--- src/rtl/plusarg_writer.sv ---
// Buffers a valid/ready word stream in a FIFO and drains it at a fixed pace, printing each word in simulation.
// Optional build macro PLUSARG_WRITER_FINISH_EN: report the exit code and call $finish once done rises.
module plusarg_writer #(
    parameter string FORMAT    = "value=%d",
    parameter int    WIDTH     = 32,
    parameter int    DEPTH     = 4,
    parameter int    DRAIN_GAP = 0
) (
    input  logic                     clock,
    input  logic                     reset_n,
    input  logic                     in_valid,
    output logic                     in_ready,
    input  logic [WIDTH-1:0]         in_data,
    input  logic                     in_exit,
    output logic [$clog2(DEPTH):0]   count,
    output logic                     written,
    output logic                     done,
    output logic [WIDTH-1:0]         exit_code
);

    localparam int AW = $clog2(DEPTH);
    localparam int CW = AW + 1;

`ifdef PLUSARG_WRITER_FINISH_EN
    localparam bit FINISH_EN = 1'b1;
`else
    localparam bit FINISH_EN = 1'b0;
`endif

    typedef enum logic [1:0] {IDLE, GAP, DONE} state_t;

    state_t            state, state_nxt;
    logic [7:0]        gap_cnt, gap_nxt;
    logic [WIDTH-1:0]  mem_data [DEPTH];
    logic [DEPTH-1:0]  mem_exit;
    logic [AW-1:0]     wptr, rptr;
    logic              exit_seen;
    logic              push, pop;
    logic [WIDTH-1:0]  head_data;
    logic              head_exit;

    // Space is judged on the registered count only, so a same-edge pop never makes room.
    assign in_ready  = (count != CW'(DEPTH)) && !exit_seen;
    assign push      = in_valid && in_ready;
    assign head_data = mem_data[rptr];
    assign head_exit = mem_exit[rptr];

    always_comb begin
        state_nxt = state;
        gap_nxt   = gap_cnt;
        pop       = 1'b0;
        case (state)
            IDLE: begin
                if (count != '0) begin
                    pop = 1'b1;
                    if (head_exit) begin
                        state_nxt = DONE;
                    end else if (DRAIN_GAP != 0) begin
                        state_nxt = GAP;
                        gap_nxt   = 8'(DRAIN_GAP - 1);
                    end
                end
            end
            GAP: begin
                if (gap_cnt == 8'd0) state_nxt = IDLE;
                else                 gap_nxt   = gap_cnt - 8'd1;
            end
            DONE:    state_nxt = DONE;
            default: state_nxt = IDLE;
        endcase
    end

    always_ff @(posedge clock or negedge reset_n) begin
        if (!reset_n) begin
            state   <= IDLE;
            gap_cnt <= 8'd0;
        end else begin
            state   <= state_nxt;
            gap_cnt <= gap_nxt;
        end
    end

    always_ff @(posedge clock or negedge reset_n) begin
        if (!reset_n) begin
            wptr      <= '0;
            rptr      <= '0;
            count     <= '0;
            exit_seen <= 1'b0;
            written   <= 1'b0;
            done      <= 1'b0;
            exit_code <= '0;
        end else begin
            written <= pop;
            if (push) wptr <= wptr + 1'b1;
            if (pop)  rptr <= rptr + 1'b1;
            if (push && !pop)      count <= count + 1'b1;
            else if (!push && pop) count <= count - 1'b1;
            if (push && in_exit) exit_seen <= 1'b1;
            if (pop && head_exit) begin
                done      <= 1'b1;
                exit_code <= head_data;
            end
        end
    end

    // Storage is qualified by the pointers, so it needs no reset.
    always_ff @(posedge clock) begin
        if (push) begin
            mem_data[wptr] <= in_data;
            mem_exit[wptr] <= in_exit;
        end
    end

`ifndef SYNTHESIS
    always_ff @(posedge clock) begin
        if (pop) $display(FORMAT, head_data);
    end
`endif

    if (FINISH_EN) begin : g_finish
        logic done_d;

        always_ff @(posedge clock or negedge reset_n) begin
            if (!reset_n) done_d <= 1'b0;
            else          done_d <= done;
        end

`ifndef SYNTHESIS
        always_ff @(posedge clock) begin
            if (reset_n && done && !done_d) begin
                if (exit_code != '0) $display("*** FAILED *** exit_code=%0d", exit_code);
                else                 $display("exit_code=%0d", exit_code);
                $finish;
            end
        end
`endif
    end

endmodule
--- config.mk ---
export PLATFORM = sky130hd
export DESIGN_NAME = plusarg_writer
export DESIGN_NICKNAME = d
export VERILOG_FILES = /design/src/rtl/plusarg_writer.sv
export SDC_FILE = /design/constraint.sdc
export NUM_CORES = 1
export LEC_CHECK = 0
export ABC_CLOCK_PERIOD_IN_PS = 3400
export BUFFER_PORTS_ARGS = -buffer_cell sky130_fd_sc_hd__buf_2
export CAP_MARGIN = 10
export CORE_UTILIZATION = 60
export CTS_BUF_LIST = sky130_fd_sc_hd__clkbuf_16
export CTS_CLUSTER_SIZE = 14
export DETAILED_ROUTE_END_ITERATION = 12
export GPL_ROUTABILITY_DRIVEN = 1
export HOLD_SLACK_MARGIN = 0.08
export PLACE_DENSITY = 0.77
export SLEW_MARGIN = 20
export SYNTH_ARGS = -nofsm -noshare
export SYNTH_HDL_FRONTEND = slang
export SYNTH_SLANG_ARGS = --single-unit
--- constraint.sdc ---
create_clock -name clock -period 3.4 [get_ports clock]
set_input_delay 0.34 -clock clock [delete_from_list [all_inputs] [get_ports clock]]
set_output_delay 0.34 -clock clock [all_outputs]
set_load 0.01 [all_outputs]
==> impl_metrics.yaml, run 1 <==
setup_path:
  crit_path_start_kind: "flop"
  cp_data_arrival_time_ns: 2.72
  r2r-end: "count[2]"
  crit_chain: "or3_1 -> and2_1 -> inv_1 -> ha_1 -> inv_1 -> fa_1 -> xor2_1 -> nor2_1 -> xor2_1"
  rrSetupSlack_ns: 1.01
  cpPeakStageDelay_ns: 0.47
  crit_type: "reg2reg"
  r2r-start: "count[1]"
  cp_data_required_time_ns: 3.73
  cp_top_family: "simple AND/OR/NAND/NOR gates"
  slowest_stage: "or3_1"
  reg2reg_depth: 9
  crit_buf_inv: 2
  cp-end-kind: "flop"
  path_max_fanout: 5
floorplanning:
  coreArea_sq_um: 10800
  fp-row-count: 38
  die_h_um: 107
  die_x_um: 107
  die-area_sq_um: 11500
  io_pins: 74
  initial_utilization_pct: 61.5
clock_network:
  cts_tree: "yes"
  clk_pin_slew_ns: 0.07
  cts.sinks: 175
  cts_setup_buffers: 0
  numCtsBuffers: 17
  clock_latency_ns: 0.42
  cts_root_buffer: "clkbuf_16"
  cts_max_path_buffers: 2
  postCtsResizedCells: 0
  htree_levels: 4
layout:
  fin_cells: 525
  syn_to_final_growth_pct: 15.8
  num-fill-cells: 656
  postLayoutCellArea_sq_um: 7690
  ff_latch_area_sq_um: 5040
  multi_input_area_sq_um: 1480
  layout.nets: 413
  drive_gt1_share_pct: 46.4
power:
  p_sw_mw: 1.59
  sequentialPowerShare_pct: 45.9
  cellPowerDensity_nw_per_um2: 788
  leakagePower_nw: 2.95
  ir_drop_uv: 490
  total_power_mw: 6.06
  internal_power_mw: 4.47
  power_frac_comb_pct: 23.5
  p_sw_share_pct: 26.3
  clkPwrFrac_pct: 30.6
timing:
  fmax_mhz: 419
  rsz0062_at_grt: "no"
  tightestPinTransition_ns: 0.899
  max-slew-margin-rel_pct: 40.1
  setup-tns-final_ns: 0
  setup_viol: 0
  min_period_over_period_pct: 70.2
  finClkSkew_ns: 0.0121
  holdWs_ns: 0.137
  hold_viol_final: 0
  maxSlewViolCount: 0
  min_period_ns: 2.39
drt:
  drt_wl_total_mm: 10.7
  viasPerCell: 5.62
  drt_iter0_markers: 118
  first_pass_iters: 4
  postRouteAntennaNets: 0
  vias: 2952
  drc_errors: 0
  wire_per_inst_um: 20.4
global_routing:
  grt_pass1_vias: 3037
  grt_max_degree: 44
  antenna_found_initial: 1
  grt_pass1_wl_mm: 16.5
  grt_use_total_pct: 20.9
  overflow: 0
synthesis:
  ys_ff_latch: 175
  avgSynthCellArea_sq_um: 23.1
  ys_seq_area_share_pct: 75.9
  ys_types: 24
  syn_area_sq_um: 6640
  synthCells: 287
  yosys.area.top_type_share_pct: 59.7
  syn_nets: 329
  synth.area.top_cells: "edfxtp_1 60%, dfrtp_1 16%, mux4_2 11%"
  synth_largest_area_cell: "edfxtp_1"
  ys_warn_count: 0
worst_hold_path:
  holdPathStages: 1
  holdPathEnd: "mem_data[3][4]"
  min_path_type: "in2reg"
  min_from: "in_data[4]"
place:
  io_buffers: 73
  dp_cells: 491
  dp_hpwl_mm: 5.96
  place_area_sq_um: 7100
  place.gp.congestion: 0.684
job:
  drv_cap: 0
status:
  status: "finished, final reports clean"
registers in the layout (all words and copies together), names as in the netlist:
register / count
mem_data: 128
exit_code: 32
mem_exit: 4
count: 3
rptr: 2
wptr: 2
done: 1
exit_seen: 1
state: 1
written: 1
routing by layer:
layer | wire [um] | vias to the layer above | track usage (%) | part of all wire [%]
li1 | - | 1312 | - | -
met1 | 4450 | 1553 | 26.5 | 42
met2 | 5610 | 73 | 33.9 | 52
met3 | 481 | 14 | 6.50 | 4.5
met4 | 143 | 0 | 8.41 | 1.3
met5 | 0 | - | 0 | 0
synthesized netlist by cell type:
library cell / instances
a211oi_2: 1
a21o_1: 1
a21oi_1: 1
and2_1: 5
buf_12: 3
buf_2: 4
buf_6: 1
clkbuf_1: 3
dfrtp_1: 43
edfxtp_1: 132
fa_1: 1
ha_1: 5
inv_1: 6
mux2_2: 5
mux2_4: 29
mux4_2: 33
nand2_1: 2
nand2b_1: 1
nand3_1: 1
nand3_4: 1
nor2_1: 2
or3_1: 1
xnor2_1: 3
xor2_1: 3
logic make-up after synthesis:
| kind of cell | synth area share [%] |
|---|---|
| multiplexers | 18.6 |
| XOR/XNOR | 0.791 |
| flip-flops | 75.9 |
| AO/OA/AOI/OAI | 0.377 |
| AND/OR/NAND/NOR | 1.22 |
| adder cells (fa/ha/maj) | 1.24 |
| buffers and inverters | 1.88 |
worst reg2reg max path, stage by stage (launching register included):
cell	delay [ns]
dfrtp_1	0.43
or3_1	0.47
and2_1	0.23
inv_1	0.07
ha_1	0.17
inv_1	0.06
fa_1	0.38
xor2_1	0.15
nor2_1	0.13
xor2_1	0.21
timing repair:
| item | in CTS | in global routing |
|---|---|---|
| setup endpoints to repair | 0 | 0 |
| hold endpoints to repair | 0 | 43 |
| hold buffers | 0 | 1 |
through the flow:
step,worst slack [ns],utilization (%)
CTS,1.04,71.1
finish,1.01,71.2
floorplan,1.15,-
global route,0.863,71.2
detailed placement,1.08,65.8
global placement,1.18,65.8
power groups by stage:
stage / clock network, mW / registers, mW / logic [mW]
CTS: 1.89 / 2.78 / 1.46
floorplan: 0 / 2.88 / 0.953
global route: 1.97 / 2.82 / 1.55
global placement: 0 / 2.79 / 1.42
detailed placement: 0 / 2.81 / 1.44
finish: 1.85 / 2.78 / 1.43
worst max-delay path by stage:
stage / startpoint / to / slack, ns / cells past startpoint
floorplan: count[0] / mem_data[0][0] / 1.15 / 3
global placement: count[0] / mem_data[0][25] / 1.18 / 3
detailed placement: count[0] / count[2] / 1.08 / 9
CTS: count[1] / count[2] / 1.04 / 9
global route: count[1] / count[2] / 0.86 / 9
finish: count[1] / count[2] / 1.01 / 9
cells in the final DEF (no fill, tap or decap), types with 2 or more instances in the layout:
cell          n
and2_2        4
xnor2_1       3
clkinvlp_4    3
inv_1         7
xor2_1        3
mux2_2        5
dfrtp_1      41
edfxtp_1    132
buf_4         3
mux4_2       33
buf_2        72
nand2_1       2
clkinv_4      3
mux2_4       29
clkinv_1      3
dfrtp_2       2
nor2_1        2
inv_6         2
ha_1          5
bufinv_16     2
clkbuf_16    17
layout make-up:
class / count / area share (%)
well taps: 140 / 2.28
multi-input cells: 95 / 19.3
diodes: 1 / 0.0325
clock inverters: 15 / 1.90
inverters: 6 / 0.293
flip-flops and latches: 175 / 65.6
clock buffers: 17 / 5.53
repair buffers: 76 / 5.11
Note: power is estimated with default switching activity, not from simulation.
==> run 2: changes to the inputs <==
--- a/config.mk
+++ b/config.mk
@@ -5,16 +5,16 @@
 export SDC_FILE = /design/constraint.sdc
 export NUM_CORES = 1
 export LEC_CHECK = 0
-export ABC_CLOCK_PERIOD_IN_PS = 3400
+export ABC_CLOCK_PERIOD_IN_PS = 2150
 export BUFFER_PORTS_ARGS = -buffer_cell sky130_fd_sc_hd__buf_2
 export CAP_MARGIN = 10
-export CORE_UTILIZATION = 60
+export CORE_UTILIZATION = 52
 export CTS_BUF_LIST = sky130_fd_sc_hd__clkbuf_16
 export CTS_CLUSTER_SIZE = 14
 export DETAILED_ROUTE_END_ITERATION = 12
 export GPL_ROUTABILITY_DRIVEN = 1
 export HOLD_SLACK_MARGIN = 0.08
-export PLACE_DENSITY = 0.77
+export PLACE_DENSITY = 0.71
 export SLEW_MARGIN = 20
 export SYNTH_ARGS = -nofsm -noshare
 export SYNTH_HDL_FRONTEND = slang
==> constraint.sdc (replaced) <==
create_clock -name clock -period 2.15 [get_ports clock]
set_input_delay 0.215 -clock clock [delete_from_list [all_inputs] [get_ports clock]]
set_output_delay 0.215 -clock clock [all_outputs]
set_load 0.01 [all_outputs]
==> impl_metrics.yaml, run 2 (same netlist as run 1, synthesis figures left out) <==
clock_network:
  cts_setup_buffers: 0
  clk_pin_slew_ns: 0.06
  cts_max_path_buffers: 2
  cts_root_buffer: "clkbuf_16"
  numCtsBuffers: 17
  cts.sinks: 175
  cts_tree: "yes"
  clock_latency_ns: 0.42
  htree_levels: 4
setup_path:
  reg2reg_depth: 9
  crit_type: "reg2reg"
  r2r-start: "count[0]"
  crit_path_start_kind: "flop"
  cp-end-kind: "flop"
  cp_data_required_time_ns: 2.48
  cp_data_arrival_time_ns: 2.40
  r2r-end: "count[2]"
  path_max_fanout: 3
  rrSetupSlack_ns: 0.08
layout:
  final_common_cell: "edfxtp_1"
  num-fill-cells: 826
  regMostFlops: "mem_data"
  largest_reg_flops: 128
  reg_top3: "mem_data x128, exit_code x32, mem_exit x4"
  n_antenna_cell: 0
  syn_to_final_growth_pct: 23.4
  drive_gt1_share_pct: 45.7
  layout.nets: 465
  postLayoutCellArea_sq_um: 8190
  layout_common_cells: "132 x edfxtp_1, 73 x buf_2, 41 x dfrtp_1"
place:
  io_buffers: 73
  dp_hpwl_mm: 6.65
  place_ws_ns: 0.0276
  place_area_sq_um: 7300
  place.gp.congestion: 0.680
global_routing:
  grt_use_total_pct: 18.5
  grt_max_degree: 28
  antenna_found_initial: 0
  grt_use_met3_pct: 6.43
  grt-busiest-layer: "met2"
  grt_pass1_vias: 3236
  use_met1_pct: 23.5
  overflow: 0
  grt_pass1_wl_mm: 17.1
  use_met2_pct: 29.9
status:
  status: "finished, final reports clean"
floorplanning:
  die-area_sq_um: 13200
  die_h_um: 115
  initial_utilization_pct: 54.4
  coreArea_sq_um: 12200
  die_x_um: 115
  fp-row-count: 40
  io_pins: 74
power:
  p_sw_mw: 2.45
  internal_power_mw: 7.16
  power_frac_comb_pct: 25.2
  clkPwrFrac_pct: 29.2
  sequentialPowerShare_pct: 45.6
  ir_drop_uv: 872
  p_sw_share_pct: 25.5
  leakagePower_nw: 3.20
  cellPowerDensity_nw_per_um2: 1170
timing:
  min_period_over_period_pct: 96.4
  maxSlewViolCount: 0
  finClkSkew_ns: 0.00987
  hold_viol_final: 0
  max-slew-margin-rel_pct: 69.2
  min_period_ns: 2.07
  fmax_mhz: 483
  setup_ws_ns: 0.0777
  setup_viol: 0
  tightestPinTransition_ns: 0.462
drt:
  vias: 3080
  first_pass_iters: 5
  drt_iter0_markers: 202
  viasPerCell: 5.11
  wire_per_inst_um: 17.9
  postRouteAntennaNets: 0
  drt_wl_total_mm: 10.8
  drc_errors: 0
worst_hold_path:
  min_path_type: "in2async"
job:
  drv_cap: 0
## run 2: cell count changes in the layout (fill, tap and decap cells not counted), moves of 2 or more
cell	delta
dlygate4sd3_1	+33
buf_4	+17
clkinv_2	+3
clkinv_4	-3
clkinvlp_4	-2
inv_2	+2
inv_6	-2
## run 2: critical path: stages, from the launching register on
cell and delay, ns:
dfrtp_1 0.38, or3_4 0.39, and2_4 0.18, inv_2 0.06, ha_4 0.13, inv_2 0.04
fa_2 0.34, xor2_1 0.16, nor2_1 0.12, xor2_1 0.17
## run 2: worst max-delay path by stage
stage              from       end  slack (ns)  cells past startpoint
5_1_grt        count[0]  count[2]       -0.01                      9
3_5_place_dp   count[1]  count[2]        0.03                      9
2_1_floorplan  count[1]  count[2]       0.002                      9
6_report       count[0]  count[2]        0.08                      9
3_3_place_gp   count[1]  count[2]         0.1                      9
4_1_cts        count[1]  count[2]        0.01                      9
## run 2: layout make-up
type | count | area (sq um) | area share, %
clock inverter | 14 | 114 | 1.39
timing repair buffer | 128 | 876 | 10.7
tap | 168 | 210 | 2.57
sequential | 175 | 5040 | 61.5
multi-input combinational | 95 | 1500 | 18.4
inverter | 6 | 22.5 | 0.275
clock buffer | 17 | 425 | 5.19
## run 2: repair_timing
item,4_1_cts,5_1_grt
hold buffers,34,0
setup endpoints to repair,0,1
gates resized for setup,0,6
endpoints found under the hold margin,176,0
## run 2: per-stage QoR
step	utilization [%]	instances	power (mW)	hold slack [ns]	TNS (ns)
2_1_floorplan	-	287	6.07	-0.0806	0
3_3_place_gp	59.8	538	6.79	0.210	0
3_5_place_dp	59.8	538	6.86	0.215	0
4_1_cts	67.0	603	9.72	0.298	0
5_1_grt	67.1	603	10.1	0.317	-0.0126
6_report	67.1	603	9.61	0.306	0
## run 2: power groups by stage
stage / Combinational (mW) / Sequential, mW / Clock, mW
4_1_cts: 2.46 / 4.39 / 2.86
5_1_grt: 2.64 / 4.44 / 3.01
3_5_place_dp: 2.41 / 4.45 / 0
3_3_place_gp: 2.36 / 4.43 / 0
2_1_floorplan: 1.51 / 4.56 / 0
6_report: 2.42 / 4.38 / 2.81
## run 2: per-layer routing
metal  vias to the layer above  part of all wire, %
li1                       1416                    -
met1                      1587                   45
met2                        70                   50
met3                         7                  4.2
met4                         0                 0.88
met5                         -                    0
==> run 3: changes to the inputs <==
--- a/config.mk
+++ b/config.mk
@@ -8,13 +8,14 @@
 export ABC_CLOCK_PERIOD_IN_PS = 2150
 export BUFFER_PORTS_ARGS = -buffer_cell sky130_fd_sc_hd__buf_2
 export CAP_MARGIN = 10
+export CORE_MARGIN = 2
 export CORE_UTILIZATION = 52
 export CTS_BUF_LIST = sky130_fd_sc_hd__clkbuf_16
 export CTS_CLUSTER_SIZE = 14
 export DETAILED_ROUTE_END_ITERATION = 12
 export GPL_ROUTABILITY_DRIVEN = 1
 export HOLD_SLACK_MARGIN = 0.08
-export PLACE_DENSITY = 0.71
+export PLACE_DENSITY = 0.78
 export SLEW_MARGIN = 20
 export SYNTH_ARGS = -nofsm -noshare
 export SYNTH_HDL_FRONTEND = slang
==> impl_metrics.yaml, run 3 (same netlist as run 1, synthesis figures left out) <==
floorplanning:
  fp-row-count: 41
  die_x_um: 117
  die-area_sq_um: 13700
  die_h_um: 117
  coreArea_sq_um: 12600
  io_pins: 74
  initial_utilization_pct: 52.8
drt:
  postRouteAntennaNets: 0
  first_pass_iters: 4
  drc_errors: 0
  drt_iter0_markers: 180
  drt_wl_total_mm: 11.2
  viasPerCell: 5.15
  vias: 3118
  wire_per_inst_um: 18.5
setup_path:
  cp_data_required_time_ns: 2.46
  cp-end-kind: "flop"
  cp_data_arrival_time_ns: 2.33
  cp_common_cell: "xor2_1"
  cpPeakStageDelay_ns: 0.39
  crit_chain: "or3_4 -> and2_4 -> inv_2 -> ha_4 -> inv_1 -> fa_2 -> xor2_1 -> nor2_1 -> xor2_1"
  crit_path_start_kind: "flop"
  startpoint: "count[1]"
  path_max_fanout: 3
  slowest_stage: "or3_4"
  r2r-start: "count[1]"
  crit_type: "reg2reg"
clock_network:
  clock_latency_ns: 0.42
  cts.sinks: 175
  cts_root_buffer: "clkbuf_16"
  cts_max_path_buffers: 2
  cts_tree: "yes"
  numCtsBuffers: 17
  clk_pin_slew_ns: 0.06
  htree_levels: 4
global_routing:
  antenna_found_initial: 0
  overflow: 0
  grt_pass1_vias: 3291
  grt_use_total_pct: 18.2
  grt_max_degree: 34
  grt_pass1_wl_mm: 17.6
layout:
  n_antenna_cell: 0
  largest_reg_flops: 128
  syn_to_final_growth_pct: 26.1
  final_util_pct: 66.6
  drive_gt1_share_pct: 45.7
  final_common_cell: "edfxtp_1"
  layout_common_cells: "132 x edfxtp_1, 73 x buf_2, 41 x dfrtp_1"
  layout.nets: 462
  regMostFlops: "mem_data"
  reg_top3: "mem_data x128, exit_code x32, mem_exit x4"
power:
  leakagePower_nw: 3.25
  ir_drop_uv: 600
  cellPowerDensity_nw_per_um2: 1230
job:
  drv_cap: 0
timing:
  finClkSkew_ns: 0.00471
  min_period_ns: 2.01
  setup-tns-final_ns: 0
  setup_viol: 0
  fmax_mhz: 497
  hold_viol_final: 0
  tightestPinTransition_ns: 0.465
  max-slew-margin-rel_pct: 69.0
  min_period_over_period_pct: 93.7
  rsz0062_at_grt: "no"
  maxSlewViolCount: 0
place:
  io_buffers: 73
  place.gp.congestion: 0.705
  dp_hpwl_mm: 6.60
worst_hold_path:
  min_path_type: "in2async"
status:
  status: "finished, final reports clean"
-- run 3: worst max-delay path, delay by kind of cell (launching register included) --
kind	cells	cell delay, ns
xor gates and xnor gates	2	0.30
DFF	1	0.38
buffers and inverters	2	0.11
adders and majority gates	2	0.46
and+or+nand+nor	3	0.64
-- run 3: area by class of cell --
type | instances | area [sq um]
tap | 172 | 215
timing repair buffer | 125 | 916
inverter | 6 | 22.5
multi-input combinational | 95 | 1500
fill | 810 | 4200
clock buffer | 17 | 425
clock inverter | 15 | 248
sequential | 175 | 5040
-- run 3: final timing paths --
kind / to / slack, ns / cells past startpoint
setup / recovery: count[2] / 0.14 / 9
hold / removal: count[0] / 0.28 / 2
setup reg to reg: count[2] / 0.14 / 9
hold reg to reg: done / 0.47 / 1
max in group asynchronous: exit_code[1] / 1.30 / 3
min in group clock: wptr[0] / 0.31 / 5
-- run 3: routing by layer --
metal  vias to the layer above  share of wire (%)  global-route usage, %
met5                         -                  0                      0
met4                         0                2.1                   8.16
met3                        20                3.3                   5.25
met2                        63                 52                   29.7
met1                      1625                 43                   23.0
li1                       1410                  -                      -
-- run 3: what timing repair did --
| item | in CTS | in global routing |
|---|---|---|
| setup endpoints to repair | 1 | 2 |
| hold endpoints to repair | 149 | 0 |
| setup buffers | 0 | 0 |
| pin swaps | 0 | 2 |
| resized for setup | 1 | 4 |
| hold buffers | 34 | 0 |
-- run 3: power by group --
part / switching (mW) / internal, mW
registers: 0.291 / 4.14
logic: 1.03 / 1.38
clock network: 1.19 / 2.27
total: 2.51 / 7.79
-- run 3: stage by stage --
stage                     hold slack [ns]  power (mW)  cell area (sq um)  instances  setup WS (ns)
after floorplan                   -0.0806        6.07               6650        287        0.00230
after global placement              0.189        6.82               7340        539         0.0905
after detailed placement            0.198        6.90               7340        539         0.0114
after CTS                           0.272        10.4               8360        605        0.00792
after global routing                0.322        10.8               8370        605        0.00141
final                               0.275        10.3               8370        605          0.136
